[src/rtl/registro_pkg.sv]
// rtl/registro_pkg.sv - shared widths and opcodes for the register file
package registro_pkg;

  localparam int REG_DATA_W = 8;
  localparam int REG_ADDR_W = 3;

  typedef logic [1:0] op_t;

  localparam op_t OP_HOLD = 2'b00;
  localparam op_t OP_LOAD = 2'b01;
  localparam op_t OP_COPY = 2'b10;
  localparam op_t OP_CLR  = 2'b11;

endpackage

[src/rtl/registro_read_mux.sv]
// rtl/registro_read_mux.sv - combinational N:1 register read mux over a flattened register array
module registro_read_mux
  import registro_pkg::*;
#(
  parameter int DATA_W = REG_DATA_W,
  parameter int ADDR_W = REG_ADDR_W
) (
  input  logic [(2**ADDR_W)*DATA_W-1:0] data,
  input  logic [ADDR_W-1:0]             sel,
  output logic [DATA_W-1:0]             y
);

  always_comb begin
    y = '0;
    for (int i = 0; i < 2**ADDR_W; i++) begin
      if (sel == ADDR_W'(i)) y = data[i*DATA_W +: DATA_W];
    end
  end

endmodule

[src/rtl/registro_de_datos.sv]
// rtl/registro_de_datos.sv - eight-entry register file, one write port, two combinational read ports
module registro_de_datos
  import registro_pkg::*;
#(
  parameter int DATA_W = REG_DATA_W,
  parameter int ADDR_W = REG_ADDR_W
) (
  input  logic              i_Timming,
  input  logic              i_Rst,
  input  logic [DATA_W-1:0] i_Datos,
  input  logic [1:0]        i_Lectura_escritura,
  input  logic [ADDR_W-1:0] i_Seleccion_registro_escritura,
  input  logic [ADDR_W-1:0] i_Seleccion_registro_lectura,
  input  logic [ADDR_W-1:0] i_Control_RX,
  input  logic [ADDR_W-1:0] i_Control_RY,
  output logic [DATA_W-1:0] o_RX,
  output logic [DATA_W-1:0] o_RY
);

  localparam int N_REGS = 2**ADDR_W;

  logic [DATA_W-1:0]        regs [N_REGS];
  logic [N_REGS*DATA_W-1:0] regs_flat;

  // Copy reads the pre-edge source, so rsel == wsel naturally leaves the register as is.
  always_ff @(posedge i_Timming) begin
    if (i_Rst) begin
      for (int i = 0; i < N_REGS; i++) regs[i] <= '0;
    end else begin
      case (op_t'(i_Lectura_escritura))
        OP_LOAD: regs[i_Seleccion_registro_escritura] <= i_Datos;
        OP_COPY: regs[i_Seleccion_registro_escritura] <= regs[i_Seleccion_registro_lectura];
        OP_CLR:  regs[i_Seleccion_registro_escritura] <= '0;
        default: ;
      endcase
    end
  end

  for (genvar g = 0; g < N_REGS; g++) begin : g_flat
    assign regs_flat[g*DATA_W +: DATA_W] = regs[g];
  end

  registro_read_mux #(.DATA_W(DATA_W), .ADDR_W(ADDR_W)) u_mux_rx (
    .data (regs_flat),
    .sel  (i_Control_RX),
    .y    (o_RX)
  );

  registro_read_mux #(.DATA_W(DATA_W), .ADDR_W(ADDR_W)) u_mux_ry (
    .data (regs_flat),
    .sel  (i_Control_RY),
    .y    (o_RY)
  );

endmodule

[config.mk]
export PLATFORM = sky130hd
export DESIGN_NAME = registro_de_datos
export DESIGN_NICKNAME = d
export VERILOG_FILES = /design/src/rtl/registro_pkg.sv /design/src/rtl/registro_read_mux.sv /design/src/rtl/registro_de_datos.sv
export SDC_FILE = /design/constraint.sdc
export NUM_CORES = 1
export LEC_CHECK = 0
export CORE_MARGIN = 5
export CORE_UTILIZATION = 55
export CTS_CLUSTER_DIAMETER = 40
export DETAILED_ROUTE_END_ITERATION = 8
export PLACE_DENSITY_LB_ADDON = 0.1
export SYNTH_ARGS = -nofsm -noshare
export SYNTH_HDL_FRONTEND = slang
export SYNTH_SLANG_ARGS = --single-unit
[constraint.sdc]
create_clock -name i_Timming -period 4.5 [get_ports i_Timming]
set_clock_uncertainty 0.05 [all_clocks]
set_input_delay 0.675 -clock i_Timming [delete_from_list [all_inputs] [get_ports i_Timming]]
set_output_delay 0.675 -clock i_Timming [all_outputs]
set_load 0.05 [all_outputs]
* Yosys cells after proc, flatten, opt, wreduce, memory -nomap -nowiden
Memories as Yosys holds them, arrays and structs flattened.
Cells that the tools add are included.
** Word-level totals
- Bits in writable memories :: 64
- Flip-flop bits (word level) :: 0
- Word-level logic and storage cells :: 55
- Memories kept :: 1
** Memories
- regs :: depth 8, bits a word 8, rd ports 9, clocked after Yosys merged registers in 0, wr ports 8, line registro_de_datos.sv:22 : logic [DATA_W-1:0] regs [N_REGS];
** Operators by class
- Bitwise logic cells :: 2
- Muxes and demuxes :: 32
- Reductions and logical operators :: 3
- Eq/ne operators :: 17
** Operators by type and width (number)
- 8-bit 2-to-1 mux :: 19
- 3-bit == test, second input constant :: 8
- 3-bit by 2-bit == test with 1-bit output, second input constant :: 4
- 1-bit 2-to-1 mux :: 12
- 8-bit OR reduction :: 1
- 3-bit by 1-bit == test with 1-bit output, second input constant :: 2
- 3-bit logical NOT :: 2
- 2-bit == test, second input constant :: 2
- 3-bit 2-to-1 mux :: 1
- 2-bit by 1-bit == test with 1-bit output, second input constant :: 1
- 1-bit OR :: 2

* Logic depth before layout (Yosys ltp)
Gate-level depths: netlist of the first run.
- Depth in word-level cells :: 9
- Gate-level depth with buffers :: 6
- Depth with buffers taken out :: 4

* Cells and area by module
A second synthesis of the first run with hierarchy kept.
** Second synthesis, totals
- Cells, all modules :: 270
- Area total of the unflattened synthesis :: 4083.9 µm²
** Modules (own cells, without submodules)
- registro_de_datos :: cells each 212, times used 1, area each 2982.9 µm²
- registro_read_mux :: cells each 29, times used 2, area each 550.5 µm²

* Worst setup path before layout of the first run
OpenSTA, ideal clock, no wires.
- Path kind :: input port to output port
- Start :: input i_Control_RX[0]
- End :: output o_RX[3]
- Setup slack :: 1217 ps
- Arrival :: 2558 ps
- Cell stages on the path :: 5
- Cell sequence :: buf_2 > buf_4 > buf_4 > mux2i_1 > a221oi_1
** On the way
- Cells in the longest elaborated chain, start to end :: 9
** RTL lines
- from (decl) :: line registro_de_datos.sv:14 : input logic [ADDR_W-1:0] i_Control_RX,
- 3-bit logical NOT :: line registro_read_mux.sv:16 : if (sel == ADDR_W'(i)) y = data[i*DATA_W +: DATA_W];
- 8-bit 2-to-1 mux (7 in a row) :: line registro_read_mux.sv:16
- 8-bit 2-to-1 mux (*) :: line registro_read_mux.sv:16
- to (decl) :: line registro_de_datos.sv:16 : output logic [DATA_W-1:0] o_RX,
Mark *: on every way between the ends. The rest lies on a longest branch, timed or not.

* Worst setup path after layout of the first run
- Start :: input i_Control_RX[1]
- End :: output o_RX[1]
Same word-level chain as after synthesis.

==> impl_metrics.yaml, run 1 <==
global_route:
  grt_util_met2_pct: 31.8
  grt_max_degree: 33
  grt_pass1_vias: 2882
  antenna_found_initial: 0
  met3_usage_pct: 6.19
  grtUsageMet1_pct: 32.0
  top_usage_layer: "met1"
  grt_pass1_wl_mm: 16.1
  track_usage_pct: 22.0
  grt_overflow: 0
synthesis:
  yosys-top-cells-area: "edfxtp_1 (46%), mux2i_1 (14%), mux4_1 (9.5%)"
  synth_ff_type: "edfxtp_1"
  synth_seq_area_share_pct: 46.4
  synthCells: 332
  yosysMostFrequentCell: "nor2_1"
  yosysUniqueCellTypes: 28
  syn_avg_cell_area_sq_um: 12.5
  ys_async_sr_fraction_pct: 0
  synth_edf_count: 64
  ys_top_cells_by_count: "nor2_1 (68), edfxtp_1 (64), mux2i_1 (56)"
  yosysWarnings: 0
  yosys.area.top_type_share_pct: 46.4
  synth_seq_cells: 64
  syn_area_sq_mm: 0.00414
  syn_nets: 356
  synth_top_area_cell: "edfxtp_1"
floorplan:
  die_area_sq_mm: 0.00936
  core_area_sq_mm: 0.00729
  die_h_um: 96.8
  initial_core_util_pct: 56.8
  rows: 31
  ios: 40
  fp.dieW_um: 96.8
power_and_ir_drop:
  powerDensity_mw_per_mm2: 326
  p_leak_nw: 1.78
  power_w: 0.00153
  peakVddDrop_mv: 0.297
route:
  vias_per_cell: 6.30
  antenna_left: 0
  wl_per_cell_um: 21.7
  drtIter0Drc: 369
  drtPass1Iterations: 5
  wirelength_mm: 10.0
  drc: 0
  vias: 2909
worst_hold_path:
  min-delay-start: "regs[5][1]$_SDFFCE_PN0P_"
  holdPathEnd: "regs[6][1]$_SDFFCE_PN0P_"
  min_path_type: "flop to flop"
  whs_path_depth: 4
job:
  drv_cap: 0
worst_setup_path:
  cp-start-kind: "primary input"
  timing.rr.end: "regs[4][1]$_SDFFCE_PN0P_"
  critPathArrivalTime_ps: 3040
  crit_type: "primary input to output pin"
  r2r_cells: 4
  required_ps: 3770
  r2r_start: "regs[4][1]$_SDFFCE_PN0P_"
  crit_fanout: 14
  crit_path_end_kind: "output pin"
  rrSetupSlack_ps: 2810
clocking:
  clk_pin_slew_ps: 70
  clock_path_buffers: 2
  cts_buffers: 9
  htree_num_levels: 3
  cts_resized: 0
  cts_hold_buf: 0
  ctsRootBufferMaster: "clkbuf_8"
  cts_sinks: 64
  postCtsSetupBuffers: 0
  clkLatencyLatePin_ps: 340
  tritoncts: "built"
placed_design:
  gp_congestion: 0.845
  dpl.hpwl_mm: 7.66
  io_buffers: 39
layout:
  syn2layout_area_growth_pct: 13.5
  largest_register: "regs"
  utilization_pct: 64.4
  largest_register_ffs: 64
  reg_top3: "regs (64)"
  insertedDiodeCount: 0
  nets: 382
  drive_gt1_share_pct: 13.2
timing:
  slew_headroom_pct: 34.4
  finalSetupTns_ps: 0
  worstMarginPinSlew_ps: 985
  period_needed_ps: 3760
  drv_slew: 0
  rsz0062_at_grt: "false"
  setup_viol: 0
  period_share_pct: 83.6
  max_freq_mhz: 266
  hold_slack_ps: 921
  finalHoldViolCount: 0
status:
  status: "finished, final reports clean"
## kinds of logic after synthesis
family                 share of synthesized area (%)
AND/OR/NAND/NOR                                 11.3
multiplexers                                    28.2
flip-flops                                      46.4
AO/OA/AOI/OAI                                   10.3
buffers and inverters                           3.78
## power breakdown
part	internal (W)	total, W	switching [W]
Sequential	0.000686	0.000715	0.0000293
Combinational	0.000124	0.000300	0.000176
Clock	0.000310	0.000518	0.000208
## layout make-up
cell class / instances / area, sq um
fillers: 600 / 2590
multi-input cells: 243 / 2060
flip-flops and latches: 64 / 1920
repair buffers: 40 / 388
clock buffers: 12 / 135
well taps: 99 / 124
clock inverters: 4 / 68.8
## worst max path at each step
stage                                from  endpoint  slack [ps]  depth (start not counted)
after floorplan           i_Control_RX[0]   o_RX[3]        1220                          5
after global placement    i_Control_RX[2]   o_RX[3]         780                          5
after detailed placement  i_Control_RX[1]   o_RX[1]         740                          6
after CTS                 i_Control_RX[1]   o_RX[1]         740                          6
after global routing      i_Control_RX[1]   o_RX[0]         580                          6
final                     i_Control_RX[1]   o_RX[1]         740                          6
## metal layers
metal,vias up,routed length [um],share of wire (%)
met5,-,0,0
met4,0,133,1.3
met3,10,935,9.3
met2,147,4370,44
met1,1415,4580,46
li1,1337,-,-
## critical path: stages
cell             delay (ps)
clkdlybuf4s50_1         720
nor2b_1                 340
o2bb2ai_1               150
o21ai_0                  90
a22oi_1                 220
clkdlybuf4s50_1         840
## metrics by stage
stage               instances  instance area (sq um)  setup WS, ps
floorplan                 332                   4140          1220
global placement          446                   4500           781
detailed placement        446                   4500           738
CTS                       462                   4700           740
global route              462                   4700           583
finish                    462                   4700           737
## placed cells by master (no fill, tap or decap), types with 2 or more instances in the layout
cell              n
edfxtp_1         64
nand3_1           4
clkdlybuf4s50_1  37
mux4_2            3
mux2i_1          56
mux4_1           15
a32oi_2           8
a22o_1            3
nor2b_1           7
buf_2             2
bufinv_16         2
nand2_1          16
clkbuf_1          3
and2_1            2
a22oi_1          12
o21ai_0           8
nand2b_1          9
clkbuf_8          9
nor2_1           68
mux2_2           13
a21oi_2           8
a221oi_1          3
o2bb2ai_1         4
No activity file was read; power rests on OpenSTA's default activity.
==> run 2, diff against run 1 <==
CORE_UTILIZATION = 52   (was 55)
clock period = 3 ns   (was 4.5 ns; I/O delays follow)
==> run 2 against run 1 <==
Global-route usage increased by 2.9 points. Design area increased by 4.8%. Critical path depth unchanged. Highest routed layer unchanged. Hold slack got worse by 60 ps. Sequential cell count unchanged. Largest cell class unchanged. Setup slack got worse by 490 ps. Largest power group unchanged.
==> impl_metrics.yaml, run 2 (same netlist as run 1, synthesis figures left out) <==
route:
  drtIter0Drc: 268
  drc: 0
  vias_per_cell: 6.42
  wl_per_cell_um: 23.7
  drtPass1Iterations: 5
  antenna_left: 0
  wirelength_mm: 11.7
  vias: 3167
power_and_ir_drop:
  p_leak_nw: 1.95
  internal-power_w: 0.00155
  clock_power_share_pct: 27.9
  power_frac_seq_pct: 48.3
  powerDensity_mw_per_mm2: 446
  peakVddDrop_mv: 0.277
  p_sw_w: 0.000652
  share_comb_of_total_power_pct: 23.8
  switching_share_pct: 29.7
timing:
  drv_slew: 0
  rsz0062_at_grt: "false"
  finalHoldViolCount: 0
  fin_ws_ps: 246
  finalSetupTns_ps: 0
  period_share_pct: 91.8
  hold_slack_ps: 861
  period_needed_ps: 2750
  setup_viol: 0
  worstMarginPinSlew_ps: 654
  max_freq_mhz: 363
  slew_headroom_pct: 56.4
layout:
  largest_register: "regs"
  drive_gt1_share_pct: 23.8
  reg_top3: "regs (64)"
  utilization_pct: 63.7
  largest_register_ffs: 64
  insertedDiodeCount: 0
  final_common_cell: "nor2_1"
  final_cell_mix: "nor2_1 (68), edfxtp_1 (64), mux2i_1 (56)"
  nets: 410
  syn2layout_area_growth_pct: 18.9
global_route:
  grt_pass1_vias: 3128
  track_usage_pct: 24.9
  grt_pass1_wl_mm: 17.9
  grt_max_degree: 33
  antenna_found_initial: 0
  grt_overflow: 0
worst_setup_path:
  max_stage_delay_ps: 650
  crit_slowest_cell: "clkdlybuf4s50_1"
  critPathArrivalTime_ps: 2250
  required_ps: 2500
  crit_path_end_kind: "output pin"
  crit_type: "primary input to output pin"
  crit_fanout: 8
  critPathTopFamily: "buffers and inverters"
  worst-path-buf-inv: 3
  cp-start-kind: "primary input"
  worstPathCellList: "clkdlybuf4s50_1 > buf_4 > nor2_1 > a22o_1 > a221oi_1 > buf_12"
clocking:
  cts_buffers: 9
  cts_sinks: 64
  cts_hold_buf: 0
  postCtsSetupBuffers: 0
  ctsRootBufferMaster: "clkbuf_8"
  clkLatencyLatePin_ps: 350
  cts_resized: 0
  clock_path_buffers: 2
  clk_pin_slew_ps: 70
  tritoncts: "built"
  htree_num_levels: 3
placed_design:
  io_buffers: 39
  dpl.hpwl_mm: 7.89
  gp_congestion: 0.856
  place_ws_ps: 295
floorplan:
  initial_core_util_pct: 53.6
  fp.dieW_um: 99.2
  rows: 32
  die_area_sq_mm: 0.00985
  core_area_sq_mm: 0.00773
  ios: 40
  die_h_um: 99.2
status:
  status: "finished, final reports clean"
worst_hold_path:
  min_path_type: "primary input to flop"
job:
  drv_cap: 0
-- run 2: cell count changes in the layout (fill, tap and decap cells not counted), sizes merged --
cell,previous run,this run
buf,3,47
clkdlybuf4s50,37,21
clkinv,2,5
bufinv,2,0
clkbuf,12,11
-- run 2: metrics by stage --
step	instance area [sq um]	total power, W	cells
2_1_floorplan	4140	0.00140	332
3_3_place_gp	4770	0.00159	477
3_5_place_dp	4770	0.00160	477
4_1_cts	4920	0.00220	493
5_1_grt	4920	0.00228	493
6_report	4920	0.00220	493
-- run 2: cell type report --
type	count	area [sq um]
clock buffers	11	131
clock inverters	5	23.8
fillers	624	2800
multi-input cells	243	2060
flip-flops and latches	64	1920
well taps	102	128
repair buffers	68	658
-- run 2: metal layers --
layer / routed length (um) / part of all wire [%] / track usage, % / vias up
met2: 5770 / 49 / 40.4 / 181
met3: 1070 / 9.2 / 5.12 / 30
met4: 290 / 2.5 / 9.45 / 0
met1: 4570 / 39 / 32.9 / 1565
li1: - / - / - / 1391
met5: 0 / 0 / 0 / -
-- run 2: worst paths after layout --
| path | from | endpoint | slack, ps | cells after the start |
|---|---|---|---|---|
| worst max register to register | regs[2][0]$_SDFFCE_PN0P_ | regs[1][0]$_SDFFCE_PN0P_ | 1420 | 4 |
| worst min-delay path | i_Datos[4] | regs[6][4]$_SDFFCE_PN0P_ | 860 | 3 |
| worst max-delay path | i_Control_RX[1] | o_RX[2] | 250 | 6 |
| worst min register to register | regs[7][6]$_SDFFCE_PN0P_ | regs[4][6]$_SDFFCE_PN0P_ | 870 | 4 |
-- run 2: worst min-delay path, delay by kind of cell --
family | cells | cell delay, ps
AO/OA/AOI/OAI | 1 | 120
buffers and inverters | 1 | 480
AND/OR/NAND/NOR | 1 | 100
-- run 2: power groups by stage --
stage | Sequential, W | Combinational, W | Clock, W
after floorplan | 0.00107 | 0.000335 | 0
after global placement | 0.00108 | 0.000517 | 0
after detailed placement | 0.00108 | 0.000522 | 0
after CTS | 0.00106 | 0.000524 | 0.000614
after global routing | 0.00106 | 0.000551 | 0.000666
final | 0.00106 | 0.000524 | 0.000613
